<file path="config.mk">
export PLATFORM = sky130hd
export DESIGN_NAME = multiport_reg_file
export DESIGN_NICKNAME = d
export VERILOG_FILES = /design/src/rtl/multiport_reg_file.sv
export SDC_FILE = /design/constraint.sdc
export NUM_CORES = 1
export LEC_CHECK = 0
export BUFFER_PORTS_ARGS = -buffer_cell sky130_fd_sc_hd__buf_2
export CORE_MARGIN = 3
export CORE_UTILIZATION = 25
export CTS_CLUSTER_DIAMETER = 50
export DETAILED_ROUTE_END_ITERATION = 12
export GPL_ROUTABILITY_DRIVEN = 0
export PLACE_DENSITY_LB_ADDON = 0.2
export RECOVER_POWER = 50
export SLEW_MARGIN = 20
export SYNTH_ARGS = -nofsm -noshare
export SYNTH_HDL_FRONTEND = slang
export SYNTH_SLANG_ARGS = --single-unit
</file>
<file path="constraint.sdc">
create_clock -name clk -period 12.1 [get_ports clk]
set_input_delay 3.63 -clock clk [delete_from_list [all_inputs] [get_ports clk]]
set_output_delay 3.63 -clock clk [all_outputs]
set_load 0.01 [all_outputs]
</file>
<file path="src/rtl/multiport_reg_file.sv">
// Two-read / one-write register file with a busy scoreboard.
// After reset the file sweeps every entry to zero (CLEAR) before it accepts
// writes or reservations (READY). Reads are combinational, with optional
// same-cycle write forwarding and an optional hard-wired zero register.
module multiport_reg_file #(
  parameter int DATA_W   = 32,
  parameter int ADDR_W   = 5,
  parameter int ZERO_REG = 1,
  parameter int BYPASS   = 1
) (
  input  logic              clk,
  input  logic              rst,
  input  logic [ADDR_W-1:0] ra,
  input  logic [ADDR_W-1:0] rb,
  input  logic [ADDR_W-1:0] wr,
  input  logic [DATA_W-1:0] wd,
  input  logic              we,
  input  logic              rsv_en,
  input  logic [ADDR_W-1:0] rsv_addr,
  output logic [DATA_W-1:0] rda,
  output logic [DATA_W-1:0] rdb,
  output logic              busy_a,
  output logic              busy_b,
  output logic              ready
);

  localparam int DEPTH  = 2 ** ADDR_W;
  localparam int NPORTS = 2;

  typedef enum logic {
    CLEAR = 1'b0,
    READY = 1'b1
  } state_t;

  state_t              state_q;
  logic [ADDR_W-1:0]   cnt_q;
  logic [DATA_W-1:0]   mem [DEPTH];
  logic [DEPTH-1:0]    busy_vec;

  // File is usable only once the sweep has finished and reset is not held;
  // every read-side output is forced to zero otherwise.
  logic active;
  logic wr_ok;
  logic rsv_ok;

  // Register 0 is hard-wired to zero when ZERO_REG is set.
  function automatic logic is_zero_reg(input logic [ADDR_W-1:0] a);
    return (ZERO_REG != 0) && (a == '0);
  endfunction

  assign active = (state_q == READY) && !rst;
  assign wr_ok  = active && we && !is_zero_reg(wr);
  assign rsv_ok = active && rsv_en && !is_zero_reg(rsv_addr);
  assign ready  = active;

  // Clear-sweep FSM: walk cnt over every entry, then park in READY.
  always_ff @(posedge clk) begin
    if (rst) begin
      state_q <= CLEAR;
      cnt_q   <= '0;
    end else begin
      case (state_q)
        CLEAR: begin
          if (cnt_q == ADDR_W'(DEPTH - 1)) begin
            state_q <= READY;
          end else begin
            cnt_q <= cnt_q + ADDR_W'(1);
          end
        end
        READY: begin
          state_q <= READY;
        end
        default: begin
          state_q <= CLEAR;
          cnt_q   <= '0;
        end
      endcase
    end
  end

  // Storage array: zeroed one entry per cycle by the sweep, otherwise written
  // by the write port. Reset alone never touches the contents.
  always_ff @(posedge clk) begin
    if (!rst) begin
      if (state_q == CLEAR) begin
        mem[cnt_q] <= '0;
      end else if (wr_ok) begin
        mem[wr] <= wd;
      end
    end
  end

  // One scoreboard bit per register; a reservation on the same edge as a
  // write to that register takes priority so the entry stays busy.
  genvar gi;
  generate
    for (gi = 0; gi < DEPTH; gi++) begin : g_busy
      if ((ZERO_REG != 0) && (gi == 0)) begin : g_zero
        assign busy_vec[gi] = 1'b0;
      end else begin : g_bit
        logic busy_q;

        // Set on reservation, cleared on write-back, cleared by reset.
        always_ff @(posedge clk) begin
          if (rst) begin
            busy_q <= 1'b0;
          end else if (rsv_ok && (rsv_addr == ADDR_W'(gi))) begin
            busy_q <= 1'b1;
          end else if (wr_ok && (wr == ADDR_W'(gi))) begin
            busy_q <= 1'b0;
          end
        end

        assign busy_vec[gi] = busy_q;
      end
    end
  endgenerate

  // Read ports share one implementation; index 0 is port A, 1 is port B.
  logic [NPORTS*DATA_W-1:0] rd_data_flat;
  logic [NPORTS-1:0]        rd_busy_flat;

  generate
    for (gi = 0; gi < NPORTS; gi++) begin : g_rd
      logic [ADDR_W-1:0] addr;
      logic [DATA_W-1:0] data;
      logic              busy;
      logic              fwd;

      assign addr = (gi == 0) ? ra : rb;
      assign fwd  = (BYPASS != 0) && we && (wr == addr);

      // Zero register beats forwarding; forwarding beats the stored value.
      // A forwarded register reads not-busy unless it is also being
      // reserved this cycle, in which case the stored busy bit is shown.
      always_comb begin
        data = '0;
        busy = 1'b0;
        if (active && !is_zero_reg(addr)) begin
          if (fwd) begin
            data = wd;
            busy = (rsv_en && (rsv_addr == addr)) ? busy_vec[addr] : 1'b0;
          end else begin
            data = mem[addr];
            busy = busy_vec[addr];
          end
        end
      end

      assign rd_data_flat[gi*DATA_W +: DATA_W] = data;
      assign rd_busy_flat[gi]                  = busy;
    end
  endgenerate

  assign rda    = rd_data_flat[0 +: DATA_W];
  assign rdb    = rd_data_flat[DATA_W +: DATA_W];
  assign busy_a = rd_busy_flat[0];
  assign busy_b = rd_busy_flat[1];

endmodule

</file>
# --- Word level (Yosys, flattened, before mapping) ---
# Memories as Yosys holds them, arrays and structs flattened.
# Index checks and enable logic that the tools add are counted.
# W data, S select, Z words.
totals:
  ff_bits: 37
  ramBits: 1024
  input_bits: 56
  out_inout_bits: 67
  memories: 1
mem_list:
  columns: ["name", "depth", "word_bits", "rd", "rd_clocked_by_memory_dff", "wr", "line_no", "source"]
  rows:
  - ["mem", 32, 32, 2, 0, 1, "37", "logic [DATA_W-1:0] mem [DEPTH];"]
classes:
  add_sub_neg: 1
  n_lt_le_gt_ge: 2
  n_eq_ne: 67
  n_mux: 88
  bitwise_logic: 2
  reduce_logical: 115
ops:
  columns: ["cell", "count"]
  rows:
  - ["$eq A5 B5 Y1 const B", 33]
  - ["$mux W32", 5]
  - ["$eq A5 B4 Y1 const B", 16]
  - ["$mux W1", 79]
  - ["$logic_and A1 B1 Y1", 73]
  - ["$reduce_bool A2 Y1", 31]
  - ["$eq A5 B3 Y1 const B", 8]
  - ["$reduce_or A32 Y1", 1]
  - ["$eq A5 B2 Y1 const B", 4]
  - ["$eq A5 B5 Y1", 4]
  - ["$logic_not A5 Y1", 4]
  - ["$lt A5 B6 Y1 const B", 2]
  - ["$bmux W1 S5", 2]
  - ["$eq A5 B1 Y1 const B", 2]
  - ["$add A5 B1 Y5 const B", 1]
  - ["$logic_not A1 Y1", 5]
  - ["$mux W5", 1]
  - ["$not A1 Y1", 2]
  - ["$pmux W1 S2", 1]
  - ["$reduce_and A2 Y1", 1]

# --- Logic depth before layout (Yosys ltp) ---
# Gate-level depths: netlist (run 1).
depth:
  word_depth: 10
  ltp_mapped: 9
  ltp_nobuf: 7

# --- Worst setup path after synthesis (run 1) ---
# OpenSTA, ideal clock, no wires.
synth_timing:
  path_kind: "input port to output port"
  from: "in rb[0]"
  to: "out rdb[0]"
  t_arrival_ns: 5.202
  path_slack_ns: 3.268
  stages: 7
  cell_sequence: "buf_4 > buf_6 > buf_2 > mux4_2 > o22ai_1 > nor2_1 > a32o_1"
synth_between:
  elab_chain_len: 4
  word_cells_on_any_way: 8
  classes_between: "eq/ne (1); mux (2); reduce/logical (4); memory (1)"
synth_lines:
  columns: ["item", "line_no", "source"]
  rows:
  - ["start, declared", "14", "input logic [ADDR_W-1:0] rb,"]
  - ["parallel branches: the longest is 3 deep, another holds $mem_v2 Z32 W32", null, null]
  - ["$mux W32 *", "139", "if (active && !is_zero_reg(addr)) begin"]
  - ["end, declared", "21", "output logic [DATA_W-1:0] rdb,"]
# Mark *: on every way between the ends.

# --- Final worst setup path (run 1) ---
layout_timing:
  from: "in rst"
  to: "mem mem[23][13], enable pin"
layout_between:
  elab_chain_len: 10
  word_cells_on_any_way: 13
  classes_between: "mux (8); reduce/logical (5)"
layout_lines:
  columns: ["item", "line_no", "source"]
  rows:
  - ["start, declared", "12", "input logic rst,"]
  - ["$logic_not A1 Y1", null, null]
  - ["$logic_and A1 B1 Y1", "51", "assign active = (state_q == READY) && !rst;"]
  - ["$logic_and A1 B1 Y1 (2 in a row)", "52", "assign wr_ok = active && we && !is_zero_reg(wr);"]
  - ["$mux W1", "87", "end else if (wr_ok) begin"]
  - ["$mux W1", "85", "if (state_q == CLEAR) begin"]
  - ["$mux W1", "84", "if (!rst) begin"]
  - ["$mux W1 (not written as such)", "88", "mem[wr] <= wd;"]
  - ["$reduce_or A32 Y1 (no source line)", null, null]
  - ["$mux W5 (no source line) / $mux W1 (equally long branches)", null, null]
  - ["end, declared", "37", null]
# Several ways; a longest one is shown, not always the timed one.

==> run_results.csv, run 1 <==
group,metric,value,unit
clocking,post_cts_buffers,0,
flow_run,maxCapViolations,21,
timing,final.setup_skew,32.2,ps
synthesis,netlist_instances,2850,
power,p_int,6.49,mW
synthesis,syn_nets,2908,
layout,post-route-cell-area,0.0581,sq mm
clocking,clockRootBuffer,"clkbuf_16",
layout,post_route_cells_drive_above_1_share,0.279,
routing,wl_met3,9870,um
clocking,post_cts_resized,0,
power,switchingPower,1.99,mW
timing,final_max_slew_viol_count,585,
setup_path,ff2ff_setup_slack,4850,ps
status,status,"complete, but fails checks",
timing,fin_tns_setup,0,ps
synthesis,synth_top_area_frac,0.614,
timing,worst_slew_pin_slew,3870,ps
timing,hold_violations,0,
floorplan,start_util,0.253,
synthesis,ys_types,62,
timing,finalCritPeriodShare,0.879,
clocking,holdBufCountCts,0,
status,violations,"capacitance limit, slew limit",
placement,dpl-instance-area,0.0539,sq mm
routing,totalWireLength,187000,um
power,p_clk_frac,0.465,
routing,vias,30200,
clocking,ctsHtreeMaxLevel,4,
grt,grt_max_degree,119,
synthesis,yosysWarnings,0,
grt,grt_pass1_wl,257000,um
synthesis,synth.most_common_cell,"edfxtp_1",
grt,antenna_found_initial,10,
timing,period_minus_slack,10630,ps
setup_path,cp-end-kind,"register",
routing,via_per_inst,5.31,
layout,areaGrowthSynthToFinish,16.0,%
layout,nets,3006,
routing,highest_layer,"met4",
floorplan,die_height,454,um
clocking,cts_num_sinks,1061,
power,p_per_area,146,mW/mm^2
grt,grt.total_usage,0.179,
layout,utilization,0.293,
grt,grt_pass1_vias,31200,
timing,fin_hold_ws,488,ps
placement,dpl.hpwl,102000,um
routing,drt-pass1-iter-count,5,
synthesis,synth_area_leaders,"edfxtp_1, mux4_2, mux2i_1",
floorplan,die-area,0.206,sq mm
timing,setup_viol,0,
setup_path,cp-start-kind,"input port",
clocking,cts_tree,"built",
setup_path,cp_max_fo,40,
timing,max_freq,94.1,MHz
floorplan,die_w,454,um
hold_path,min_path_type,"register to register",
routing,wl_met1,78300,um
floorplan,core-area,0.198,sq mm
synthesis,ys_seq_elements,1061,
clocking,cts_made_buffers,134,
grt,overflow,0,
power,combPwrFrac,0.062,
synthesis,synth_flop_cell,"edfxtp_1",
routing,drtAntennaViolNets,0,
power,power.leakage,17.1,nW
setup_path,critPathKind,"input port to register",
synthesis,synth_edf_count,1024,
synthesis,synth_commonest_cells,"edfxtp_1, mux4_2, mux2i_1",
setup_path,worstPathArrival,11020,ps
routing,drc,0,
power,p_sw_frac,0.234,
floorplan,pin_count,123,
timing,slew_headroom,-1.58,
routing,first_iter_violations,2797,
clocking,clockBufferDepth,3,
floorplan,fp-row-count,163,
setup_path,required,12490,ps
timing,rsz0062_at_grt,"false",
synthesis,async_flop_share,0,
routing,wl_per_cell,32.8,um
synthesis,syn_avg_cell_area,17.6,sq um
clocking,clock_latency,780,ps
power,power_frac_seq,0.473,
placement,place.port_buffers,122,
synthesis,yosysTopAreaCell,"edfxtp_1",
clocking,clk_pin_slew,60,ps
synthesis,syn_area,0.0501,sq mm
routing,wl_met2,92000,um
synthesis,yosysSeqAreaShare,0.629,
power,vdd.ir_drop.worst,0.133,mV
path summary, 6_finish.rpt:
| path | from | to | depth (start not counted) |
|---|---|---|---|
| worst min register to register | g_busy[22].g_bit.busy_q$_SDFFE_PP0P_ | g_busy[22].g_bit.busy_q$_SDFFE_PP0P_ | 2 |
| worst max-delay path | rst | mem[23][13]$_DFFE_PP_ | 8 |
| worst min-delay path | g_busy[22].g_bit.busy_q$_SDFFE_PP0P_ | g_busy[22].g_bit.busy_q$_SDFFE_PP0P_ | 2 |
| worst max register to register | state_q$_SDFF_PP0_ | mem[23][13]$_DFFE_PP_ | 7 |
flip-flops by register name, indices dropped and copies added, names as in the netlist:
register,cells
state_q,1
g_busy.g_bit.busy_q,31
cnt_q,5
mem,1024
area by class of cell:
type                       instances  area [sq um]
antenna                            2          5.00
clock buffer                     154          3520
clock inverter                    86           795
fill                           19600        140000
inverter                          17          68.8
multi-input combinational       1531         17400
sequential                      1061         31500
tap                             2640          3300
timing repair buffer             203          1480
cell families (layout without fill, tap and decap cells):
group | count (synthesis) | in the layout | synth area share
flops | 1061 | 1061 | 0.629
mux | 666 | 666 | 0.235
compound gates | 542 | 542 | 0.0774
simple gates | 298 | 298 | 0.0279
buf+inv | 258 | 460 | 0.0265
xor+xnor | 23 | 23 | 0.00402
fa+ha+maj | 2 | 2 | 0.000500
other cells | 0 | 2 | 0
per-stage QoR:
step           total power, mW  cells  setup slack, ps
2_1_floorplan             4.42   2850             3270
3_3_place_gp              4.62   5449             1560
3_5_place_dp              4.62   5451             1840
4_1_cts                   8.57   5691             1820
5_1_grt                   8.73   5694             1350
6_report                  8.47   5694             1470
per-layer routing:
layer	global-route usage	vias up
met5	0	-
met4	0.0636	0
met3	0.0284	267
met2	0.301	1039
met1	0.234	16600
li1	-	12400
critical path, stage by stage:
cell and delay [ps]:
clkbuf_1 700, and2b_1 700, o311a_2 310, clkbuf_1 2730, mux2_1 460, nand2_1 450
nor2_1 1200, buf_4 760
power by group through the flow:
stage,Clock (mW),Sequential [mW],Combinational [mW]
2_1_floorplan,0,4.08,0.338
4_1_cts,4.03,4.01,0.536
5_1_grt,4.17,4.01,0.551
3_5_place_dp,0,4.08,0.535
6_report,3.94,4.01,0.524
3_3_place_gp,0,4.08,0.537
cells in the final DEF, fill, tap and decap left out, types with 8 or more instances in the layout:
| master | instances |
|---|---|
| o32ai_1 | 13 |
| bufinv_16 | 9 |
| clkinv_4 | 8 |
| clkinvlp_4 | 10 |
| nor2_1 | 102 |
| a32o_1 | 34 |
| o22ai_1 | 129 |
| a22oi_1 | 31 |
| nand3b_1 | 8 |
| buf_2 | 115 |
| o21ai_0 | 110 |
| a221o_1 | 33 |
| mux4_2 | 405 |
| nor2_4 | 24 |
| inv_1 | 15 |
| nand2b_1 | 8 |
| clkinv_2 | 22 |
| inv_6 | 9 |
| dfxtp_1 | 37 |
| clkinv_1 | 21 |
| and2_0 | 29 |
| a21oi_1 | 52 |
| a221oi_1 | 124 |
| buf_4 | 58 |
| nand2_1 | 73 |
| edfxtp_1 | 1024 |
| clkbuf_1 | 22 |
| buf_12 | 19 |
| xor2_1 | 14 |
| xnor2_1 | 9 |
| clkbuf_16 | 138 |
| mux2i_1 | 257 |
Note: power is estimated with default switching activity, not from simulation.
==> inputs of run 2 (changes only) <==
--- a/config.mk
+++ b/config.mk
@@ -11,6 +11,7 @@
 export CTS_CLUSTER_DIAMETER = 50
 export DETAILED_ROUTE_END_ITERATION = 12
 export GPL_ROUTABILITY_DRIVEN = 0
+export MAX_ROUTING_LAYER = met4
 export PLACE_DENSITY_LB_ADDON = 0.2
 export RECOVER_POWER = 50
 export SLEW_MARGIN = 20
==> run_results.csv, run 2 (synthesis results as in run 1) <==
group,metric,value,unit
status,status,"complete, but fails checks",
status,violations,"capacitance limit, slew limit",
timing,slew_headroom,-1.53,
clocking,clockRootBuffer,"clkbuf_16",
setup_path,cp-end-kind,"register",
setup_path,critPathTopFamily,"buffers and inverters",
placement,place.port_buffers,122,
routing,wl_per_cell,32.8,um
clocking,post_cts_resized,0,
grt,grt_pass1_wl,257000,um
flow_run,maxCapViolations,24,
grt,grt.total_usage,0.185,
floorplan,core-area,0.198,sq mm
clocking,cts_made_buffers,134,
power,p_per_area,146,mW/mm^2
routing,drc,0,
routing,vias,30200,
clocking,cts_tree,"built",
clocking,clk_pin_slew,60,ps
routing,drtAntennaViolNets,0,
power,vdd.ir_drop.worst,0.133,mV
timing,setup_viol,0,
setup_path,path_common_cell,"clkbuf_1",
routing,via_per_inst,5.30,
timing,max_freq,94.4,MHz
routing,first_iter_violations,2713,
layout,multiInputGateArea,0.0174,sq mm
grt,grt_max_degree,119,
clocking,post_cts_buffers,0,
setup_path,slowest_stage,"clkbuf_1",
clocking,clockBufferDepth,3,
timing,worst_slew_pin_slew,3800,ps
grt,overflow,0,
layout,largest_reg_flops,1024,
routing,totalWireLength,187000,um
setup_path,critPathKind,"input port to register",
hold_path,min_path_type,"register to register",
grt,antenna_found_initial,10,
grt,grt_pass1_vias,31100,
layout,final_common_cell,"edfxtp_1",
layout,areaGrowthSynthToFinish,16.0,%
layout,reg_top3,"mem: 1024 flops, g_busy.g_bit.busy_q: 31 flops, cnt_q: 5 flops",
timing,fin_hold_ws,489,ps
setup_path,worstPathArrival,10970,ps
setup_path,cp_cell_sequence,"clkbuf_1 > and2b_1 > o311a_2 > clkbuf_1 > mux2_1 > nand2_1 > nor2_1 > buf_4",
clocking,cts_num_sinks,1061,
setup_path,ff2ff_setup_slack,4870,ps
timing,hold_violations,0,
routing,drt-pass1-iter-count,5,
layout,most-common-layout-cells,"edfxtp_1, mux4_2, mux2i_1",
layout,regMostFlops,"mem",
timing,rsz0062_at_grt,"false",
floorplan,start_util,0.253,
setup_path,cp_max_fo,40,
timing,period_minus_slack,10590,ps
layout,post_route_cells_drive_above_1_share,0.279,
setup_path,cp_slowest_stage_delay,2670,ps
timing,fin_tns_setup,0,ps
floorplan,die-area,0.206,sq mm
timing,finalCritPeriodShare,0.875,
setup_path,path_buf_inv,3,
floorplan,fp-row-count,163,
layout,fillCellCount,19600,
clocking,holdBufCountCts,0,
layout,seq_area,0.0315,sq mm
clocking,clock_latency,780,ps
setup_path,cp-start-kind,"input port",
clocking,ctsHtreeMaxLevel,4,
placement,dpl.hpwl,102000,um
power,power.leakage,17.1,nW
floorplan,die_height,454,um
setup_path,required,12480,ps
floorplan,pin_count,123,
floorplan,die_w,454,um
timing,final.setup_skew,27.8,ps
timing,final_max_slew_viol_count,652,
layout,nets,3006,
power,finalPower,8.47,mW
==> run 2: final cells by class <==
type	count	area share
inverters	17	0.00118
repair buffers	203	0.0254
flip-flops and latches	1061	0.542
well taps	2640	0.0568
diodes	3	0.000129
multi-input cells	1531	0.300
clock buffers	154	0.0606
clock inverters	86	0.0137
==> run 2: worst paths after layout <==
path / from / end / cells after the start
setup / recovery: rst / mem[23][13]$_DFFE_PP_ / 8
hold / removal: g_busy[22].g_bit.busy_q$_SDFFE_PP0P_ / g_busy[22].g_bit.busy_q$_SDFFE_PP0P_ / 2
hold reg to reg: g_busy[22].g_bit.busy_q$_SDFFE_PP0P_ / g_busy[22].g_bit.busy_q$_SDFFE_PP0P_ / 2
setup reg to reg: state_q$_SDFF_PP0_ / mem[23][13]$_DFFE_PP_ / 7
==> run 2: where the power goes <==
group          leakage [nW]  switching (mW)  internal (mW)
clock network          2.10            1.64           2.30
logic                  6.44           0.333          0.190
registers              8.52          0.0115           4.00
total                  17.1            1.98           6.49
==> run 2: routing by layer <==
layer	global-route usage	vias up	wire length (um)
met5	-	-	0
met4	0.0602	0	6150
met3	0.0277	265	10000
met2	0.303	1075	92200
met1	0.235	16500	78400
li1	-	12400	-
==> run 2: stage by stage <==
stage / setup WS, ps / utilization / instances / cell area, sq um
final: 1510 / 0.293 / 5695 / 58100
after global placement: 1560 / 0.272 / 5449 / 53900
after global routing: 1340 / 0.293 / 5694 / 58100
after detailed placement: 1840 / 0.272 / 5451 / 53900
after CTS: 1820 / 0.294 / 5691 / 58200
after floorplan: 3270 / - / 2850 / 50100
==> run 2: worst reg2reg max path: stages, from the launching register on <==
cell and delay (ps):
dfxtp_1 490, and2b_1 430, o311a_2 310, clkbuf_1 2670, mux2_1 460, nand2_1 450
nor2_1 1210, buf_4 780
